## src/rtl/run_sequencer.sv

```systemverilog
// Host-side run controller: parks the core, pulses init, issues a one-cycle req,
// then counts RUN cycles until ack, abort or timeout. Also muxes the DataMem port.
module run_sequencer #(
  parameter int unsigned W           = 8,
  parameter int unsigned CW          = 16,
  parameter int unsigned INIT_CYCLES = 2,
  parameter int unsigned MAX_CYCLES  = 50000
) (
  input  logic          Clk,
  input  logic          Reset,
  input  logic          start,
  input  logic          abort,
  output logic          core_init,
  output logic          core_req,
  input  logic          core_ack,
  output logic          busy,
  output logic          done,
  output logic          timeout,
  output logic [CW-1:0] cycle_count,
  input  logic          host_we,
  input  logic [W-1:0]  host_addr,
  input  logic [W-1:0]  host_wdata,
  output logic          host_grant,
  input  logic          core_we,
  input  logic [W-1:0]  core_addr,
  input  logic [W-1:0]  core_wdata,
  output logic          mem_we,
  output logic [W-1:0]  mem_addr,
  output logic [W-1:0]  mem_wdata
);

  localparam int unsigned ICW = (INIT_CYCLES > 1) ? $clog2(INIT_CYCLES) : 1;

  typedef enum logic [2:0] {
    S_IDLE,
    S_INIT,
    S_REQ,
    S_RUN,
    S_DONE,
    S_TIMEOUT
  } state_t;

  state_t          state_q, state_d;
  logic [ICW-1:0]  init_cnt_q, init_cnt_d;
  logic [CW-1:0]   cycle_q, cycle_d;

  always_ff @(posedge Clk) begin
    if (Reset) begin
      state_q    <= S_IDLE;
      init_cnt_q <= '0;
      cycle_q    <= '0;
    end else begin
      state_q    <= state_d;
      init_cnt_q <= init_cnt_d;
      cycle_q    <= cycle_d;
    end
  end

  always_comb begin
    state_d    = state_q;
    init_cnt_d = init_cnt_q;
    cycle_d    = cycle_q;
    unique case (state_q)
      S_IDLE, S_DONE, S_TIMEOUT: begin
        if (start) begin
          state_d    = S_INIT;
          cycle_d    = '0;
          init_cnt_d = ICW'(INIT_CYCLES - 1);
        end
      end
      S_INIT: begin
        if (abort) begin
          state_d = S_IDLE;
        end else if (init_cnt_q == '0) begin
          state_d = S_REQ;
        end else begin
          init_cnt_d = init_cnt_q - 1'b1;
        end
      end
      S_REQ: begin
        state_d = abort ? S_IDLE : S_RUN;
      end
      S_RUN: begin
        // ack wins over the timeout check so a last-cycle ack still completes
        if (abort) begin
          state_d = S_IDLE;
        end else if (core_ack) begin
          state_d = S_DONE;
        end else if (cycle_q == CW'(MAX_CYCLES - 1)) begin
          state_d = S_TIMEOUT;
          cycle_d = CW'(MAX_CYCLES);
        end else begin
          cycle_d = cycle_q + 1'b1;
        end
      end
      default: state_d = S_IDLE;
    endcase
  end

  assign core_init   = (state_q == S_INIT);
  assign core_req    = (state_q == S_REQ);
  assign busy        = (state_q == S_INIT) || (state_q == S_REQ) || (state_q == S_RUN);
  assign done        = (state_q == S_DONE);
  assign timeout     = (state_q == S_TIMEOUT);
  assign host_grant  = ~busy;
  assign cycle_count = cycle_q;

  assign mem_we    = host_grant ? host_we    : core_we;
  assign mem_addr  = host_grant ? host_addr  : core_addr;
  assign mem_wdata = host_grant ? host_wdata : core_wdata;

endmodule

```

## config.mk

```make
export PLATFORM = sky130hd
export DESIGN_NAME = run_sequencer
export DESIGN_NICKNAME = d
export VERILOG_FILES = /design/src/rtl/run_sequencer.sv
export SDC_FILE = /design/constraint.sdc
export NUM_CORES = 1
export LEC_CHECK = 0
export CELL_PAD_IN_SITES_DETAIL_PLACEMENT = 0
export CELL_PAD_IN_SITES_GLOBAL_PLACEMENT = 1
export CORE_AREA = 2 2 66 94
export DETAILED_ROUTE_END_ITERATION = 6
export DIE_AREA = 0 0 68 96
export HOLD_SLACK_MARGIN = 0.03
export PLACE_DENSITY_LB_ADDON = 0.1
export SETUP_SLACK_MARGIN = 0.4
export SLEW_MARGIN = 20
export SYNTH_ARGS = -nofsm -noshare
export SYNTH_HDL_FRONTEND = slang
export SYNTH_SLANG_ARGS = --single-unit
```

## constraint.sdc

```tcl
create_clock -name Clk -period 2.04 [get_ports Clk]
set_input_delay 0.51 -clock Clk [delete_from_list [all_inputs] [get_ports Clk]]
set_output_delay 0.51 -clock Clk [all_outputs]
set_load 0.05 [all_outputs]
```

==> results of run 1 <==
## power breakdown
group	total, µW	internal, µW	leakage [µW]	switching (µW)
Combinational	1770	822	0.00122	948
Sequential	401	388	0.000175	12.7
Clock	403	262	0.0000357	141
Total	2570	1470	0.00143	1100
## flip-flops by register name (all words and copies together) (netlist names)
| register | cells |
|---|---|
| cycle_count | 16 |
| init_cnt_q | 1 |
| state_q | 3 |
## routing by layer
layer / global-route usage [%] / share of wire [%] / up-vias
met2: 34.79 / 54 / 85
li1: - / - / 1004
met1: 20.91 / 37 / 995
met5: 0 / 0 / -
met4: 4.833 / 2.0 / 0
met3: 2.339 / 7.0 / 13
## metrics by stage
step | total power (µW) | setup WS [ps] | hold slack [ps] | std cells
global placement | 1623 | -40.97 | 485.0 | 362
floorplan | 1313 | 195.9 | 469.3 | 210
finish | 2574 | 97.19 | 525.2 | 399
CTS | 2431 | 95.61 | 512.9 | 388
detailed placement | 1626 | -57.34 | 491.7 | 362
global route | 2678 | 50.55 | 553.5 | 399
## what timing repair did
action                                 4_1_cts  5_1_grt
gates resized for setup                     76       65
setup buffers                               19       10
hold buffers                                 0        0
pin swaps                                   13       30
endpoints found under the hold margin        0        0
setup endpoints to repair                   39       40
gates cloned                                 3        1
## final timing paths
kind,to,startpoint,slack (ps)
worst max-delay path,mem_addr[3],state_q[2],100
worst min-delay path,cycle_count[2],cycle_count[2],530
worst max register to register,cycle_count[14],cycle_count[1],270
worst min register to register,cycle_count[2],cycle_count[2],530
## layout make-up
cell class	instances	area share, %
repair buffers	124	38.61
well taps	70	2.415
inverters	7	1.139
clock inverters	1	0.8282
flip-flops and latches	20	12.66
repair inverters	1	0.2415
clock buffers	3	1.139
multi-input cells	173	42.96
## kinds of logic after synthesis
kind of cell	count (synthesis)	synth area share, %
AOI/OAI and AO/OA	38	18.68
xor gates and xnor gates	1	0.6083
adders and majority gates	1	0.8687
buffers and inverters	17	4.778
DFF	20	27.80
muxes	4	3.127
and+or+nand+nor	129	44.14
## synth_stat cells, types with 2 or more instances
master,number
o211ai_1,2
nand2_1,65
inv_1,6
and3_1,2
buf_2,4
o41ai_1,2
dfxtp_1,20
nor3_1,6
nor4_1,3
a21oi_1,3
clkbuf_1,5
nand4_1,4
nor2b_1,2
a31oi_1,9
nor2_1,12
or3b_2,3
or3_1,3
mux2_2,4
a2bb2oi_1,2
o21ai_0,9
nand3b_1,3
nand2b_1,4
nor4b_1,2
nand3_1,12
a22oi_1,2
## worst max-delay path: stages, from the launching register on
cell and delay, ps:
dfxtp_2 330, o21bai_4 180, buf_12 140, buf_8 120
clkbuf_16 150, nand2_4 60, nand2_4 50, buf_8 140
==> flow_metrics.env, run 1 <==
export IMPL_yosysSeqAreaShare_pct=27.80
export IMPL_cts_clk_slew_worst_paths_ps=80
export IMPL_wl_per_cell_um=16.01
export IMPL_routabilityCongestion=0.8357
export IMPL_antenna_found_initial=0
export IMPL_io_pins=78
export IMPL_syn_to_final_growth_pct=151.8
export IMPL_multi_input_area_um2=1558
export IMPL_min_period_over_period_pct=95.24
export IMPL_die_width_um=68
export IMPL_ir_drop_uv=317.9
export IMPL_min_path_type="flip-flop to flip-flop"
export IMPL_min_path_cells=1
export IMPL_n_antenna_cell=0
export IMPL_outcome="finished, final reports clean"
export IMPL_syn_cell_area_um2=1440
export IMPL_drive_above_1_share_pct=60.49
export IMPL_async_reset_ff_share_pct=0
export IMPL_clk_latency_ps=260
export IMPL_place_area_um2=2650
export IMPL_drc=0
export IMPL_root_buffer="clkbuf_8"
export IMPL_slew_headroom_pct=64.66
export IMPL_rsz0062_at_grt="yes"
export IMPL_grt_ovfl_total=0
export IMPL_layout_common_cells="buf_4, clkdlybuf4s50_1, nand2_2, nand2_1, buf_8"
export IMPL_maxCapViolCount=0
export IMPL_htreeDepth=1
export IMPL_fin_skew_ps=2.036
export IMPL_first_global_vias=1911
export IMPL_place_port_buffers=77
export IMPL_timing_final_crit_period_ps=1943
export IMPL_core_um2=5698
export IMPL_cp_end_kind="primary output"
export IMPL_row_count=33
export IMPL_postSynthAreaPerCell_um2=6.858
export IMPL_die_area_um2=6528
export IMPL_ys_types=46
export IMPL_setup_viol=0
export IMPL_required_ps=1530
export IMPL_dp_hpwl_um=4128
export IMPL_fin_util_pct=63.64
export IMPL_powerDensity_nw_per_um2=709.9
export IMPL_ys_warn_count=0
export IMPL_critPathMaxFanout=4
export IMPL_clock_sinks=20
export IMPL_p_leak_uw=0.001427
export IMPL_fin_area_um2=3626
export IMPL_regArea_um2=459.2
export IMPL_num_vias=2097
export IMPL_n_fill_cell=465
export IMPL_drt_iter0_markers=43
export IMPL_final_common_cell="buf_4"
export IMPL_grt_max_degree=13
export IMPL_tns_ps=0
export IMPL_cts_max_path_buffers=2
export IMPL_wl_um=6388
export IMPL_syn_inst=210
export IMPL_start_kind="flip-flop"
export IMPL_ys_flop_type="dfxtp_1"
export IMPL_worstRegToRegCells=5
export IMPL_fmax_mhz=514.7
export IMPL_grt_pass1_wl_um=9246
export IMPL_synth_edf_count=0
export IMPL_initial_core_util_pct=25.27
export IMPL_drv_slew=0
export IMPL_crit_type="flip-flop to primary output"
export IMPL_drt_first_pass_iters=5
export IMPL_viasPerCell=5.256
export IMPL_cts_buffers_inserted=3
export IMPL_ys_top_cells_by_area="dfxtp_1, nand2_1, nand3_1"
export IMPL_hold_viol=0
export IMPL_synth_top_area_cell="dfxtp_1"
export IMPL_nets=370
export IMPL_arrival_ps=1430
export IMPL_synth_seq_cells=20
export IMPL_worstMarginPinSlew_ps=525.3
export IMPL_synth_top_area_share_pct=27.80
export IMPL_syn_num_nets=250
export IMPL_grtUsageTotal_pct=18.36
export IMPL_die_height_um=96
export IMPL_drtAntennaViolNets=0
export IMPL_cts_tree="yes"
Note: power is estimated with default switching activity, not from simulation.
==> inputs of run 2 (changes only) <==
--- a/config.mk
+++ b/config.mk
@@ -7,12 +7,13 @@
 export LEC_CHECK = 0
 export CELL_PAD_IN_SITES_DETAIL_PLACEMENT = 0
 export CELL_PAD_IN_SITES_GLOBAL_PLACEMENT = 1
-export CORE_AREA = 2 2 66 94
+export CORE_AREA = 2 2 64 90
 export DETAILED_ROUTE_END_ITERATION = 6
-export DIE_AREA = 0 0 68 96
+export DIE_AREA = 0 0 66 92
 export HOLD_SLACK_MARGIN = 0.03
 export PLACE_DENSITY_LB_ADDON = 0.1
 export SETUP_SLACK_MARGIN = 0.4
+export SKIP_LAST_GASP = 1
 export SLEW_MARGIN = 20
 export SYNTH_ARGS = -nofsm -noshare
 export SYNTH_HDL_FRONTEND = slang
==> constraint.sdc (replaced) <==
create_clock -name Clk -period 2.34 [get_ports Clk]
set_input_delay 0.585 -clock Clk [delete_from_list [all_inputs] [get_ports Clk]]
set_output_delay 0.585 -clock Clk [all_outputs]
set_load 0.05 [all_outputs]
==> flow_metrics.env, run 2 (synthesis gave the netlist of run 1 again) <==
export IMPL_final_common_cell="nand2_1"
export IMPL_finalWorstSetupSlack_ps=397.0
export IMPL_die_height_um=92
export IMPL_grt_pass1_wl_um=8838
export IMPL_htreeDepth=1
export IMPL_grtUsageTotal_pct=18.23
export IMPL_routabilityCongestion=0.7994
export IMPL_initial_core_util_pct=26.84
export IMPL_p_total_uw=1890
export IMPL_nets=346
export IMPL_fin_skew_ps=8.305
export IMPL_tns_ps=0
export IMPL_r2r_end="cycle_count[14]"
export IMPL_n_fill_cell=535
export IMPL_cts_clk_slew_worst_paths_ps=80
export IMPL_ctsHoldBuffers=0
export IMPL_root_buffer="clkbuf_8"
export IMPL_layout_common_cells="nand2_1, clkdlybuf4s50_1, buf_4, nand2_2, dlygate4sd2_1"
export IMPL_ir_drop_uv=384.8
export IMPL_die_area_um2=6072
export IMPL_worstRegToRegCells=5
export IMPL_crit_type="flip-flop to primary output"
export IMPL_grt_ovfl_total=0
export IMPL_cp_end_kind="primary output"
export IMPL_cts_max_path_buffers=2
export IMPL_wl_um=5471
export IMPL_largest_reg_flops=16
export IMPL_first_global_vias=1894
export IMPL_syn_to_final_growth_pct=94.09
export IMPL_cts_tree="yes"
export IMPL_arrival_ps=1360
export IMPL_clock_sinks=20
export IMPL_required_ps=1750
export IMPL_fin_util_pct=52.10
export IMPL_clk_latency_ps=260
export IMPL_min_path_type="flip-flop to flip-flop"
export IMPL_maxCapViolCount=0
export IMPL_cts_buffers_inserted=3
export IMPL_rsz0062_at_grt="yes"
export IMPL_die_width_um=66
export IMPL_timing_final_crit_period_ps=1943
export IMPL_io_pins=78
export IMPL_drive_above_1_share_pct=36.72
export IMPL_grt_max_degree=13
export IMPL_num_vias=1877
export IMPL_row_count=32
export IMPL_setup_viol=0
export IMPL_critPathMaxFanout=9
export IMPL_p_leak_uw=0.001172
export IMPL_core_um2=5365
export IMPL_n_antenna_cell=0
export IMPL_slew_headroom_pct=66.22
export IMPL_hold_viol=0
export IMPL_crit_start="state_q[0]"
export IMPL_viasPerCell=5.032
export IMPL_drv_slew=0
export IMPL_drt_iter0_markers=55
export IMPL_rr_startpoint="cycle_count[0]"
export IMPL_crit_path_end="mem_we"
export IMPL_worstMarginPinSlew_ps=508.7
export IMPL_wl_per_cell_um=14.67
export IMPL_start_kind="flip-flop"
export IMPL_antenna_found_initial=0
export IMPL_r2r_slack_ps=470
export IMPL_drtAntennaViolNets=0
export IMPL_min_period_over_period_pct=83.03
export IMPL_dp_slack_ps=160.4
export IMPL_outcome="finished, final reports clean"
export IMPL_place_port_buffers=77
export IMPL_fmax_mhz=514.7
export IMPL_dp_hpwl_um=3981
export IMPL_powerDensity_nw_per_um2=676.0
export IMPL_drt_first_pass_iters=4
export IMPL_drc=0
[run 2: what timing repair did]
action / CTS / global route
setup endpoints to repair: 37 / 30
gates resized for setup: 52 / 26
cloned: 2 / 0
buffers inserted: 7 / 2
pin swaps: 1 / 3
[run 2: critical path, stage by stage (launching register included)]
cell and delay [ps]:
dfxtp_4 370, o21bai_4 170, buf_4 160, buf_16 120, nand2_1 50, nand2_1 70
buf_6 160
[run 2: metrics by stage]
stage | instance area, µm² | hold WS, ps | std cells
6_report | 2795 | 498.7 | 373
5_1_grt | 2795 | 512.7 | 373
4_1_cts | 2691 | 501.6 | 371
3_5_place_dp | 2442 | 491.4 | 358
3_3_place_gp | 2442 | 489.4 | 358
2_1_floorplan | 1572 | 469.3 | 210
[run 2: worst min path at each step]
| stage | startpoint | to | cells past startpoint |
|---|---|---|---|
| 2_1_floorplan | init_cnt_q | init_cnt_q | 2 |
| 3_3_place_gp | cycle_count[3] | cycle_count[3] | 2 |
| 3_5_place_dp | cycle_count[3] | cycle_count[3] | 2 |
| 4_1_cts | cycle_count[3] | cycle_count[3] | 2 |
| 5_1_grt | cycle_count[11] | cycle_count[11] | 1 |
| 6_report | cycle_count[3] | cycle_count[3] | 2 |
[run 2: metal layers]
metal	global-route usage [%]	share of wire, %	vias up
met4	6.973	1.1	0
met2	33.25	52	68
met3	1.840	6.2	4
li1	-	-	948
met1	21.27	40	857
met5	0	0	-
[run 2: where the power goes]
group          internal, µW  total (µW)  switching, µW  leakage [µW]
clock                   228         347            119     0.0000357
combinational           503        1180            681      0.000966
sequential              349         359           10.6      0.000171
[run 2: final cells by class]
type	instances	area, µm²	area share (%)
flip-flops and latches	20	431.7	15.44
repair buffers	100	1037	37.11
clock inverters	1	30.03	1.074
clock buffers	3	41.29	1.477
inverters	7	31.28	1.119
multi-input cells	173	1130	40.42
well taps	68	85.08	3.044
repair inverters	1	8.758	0.3133
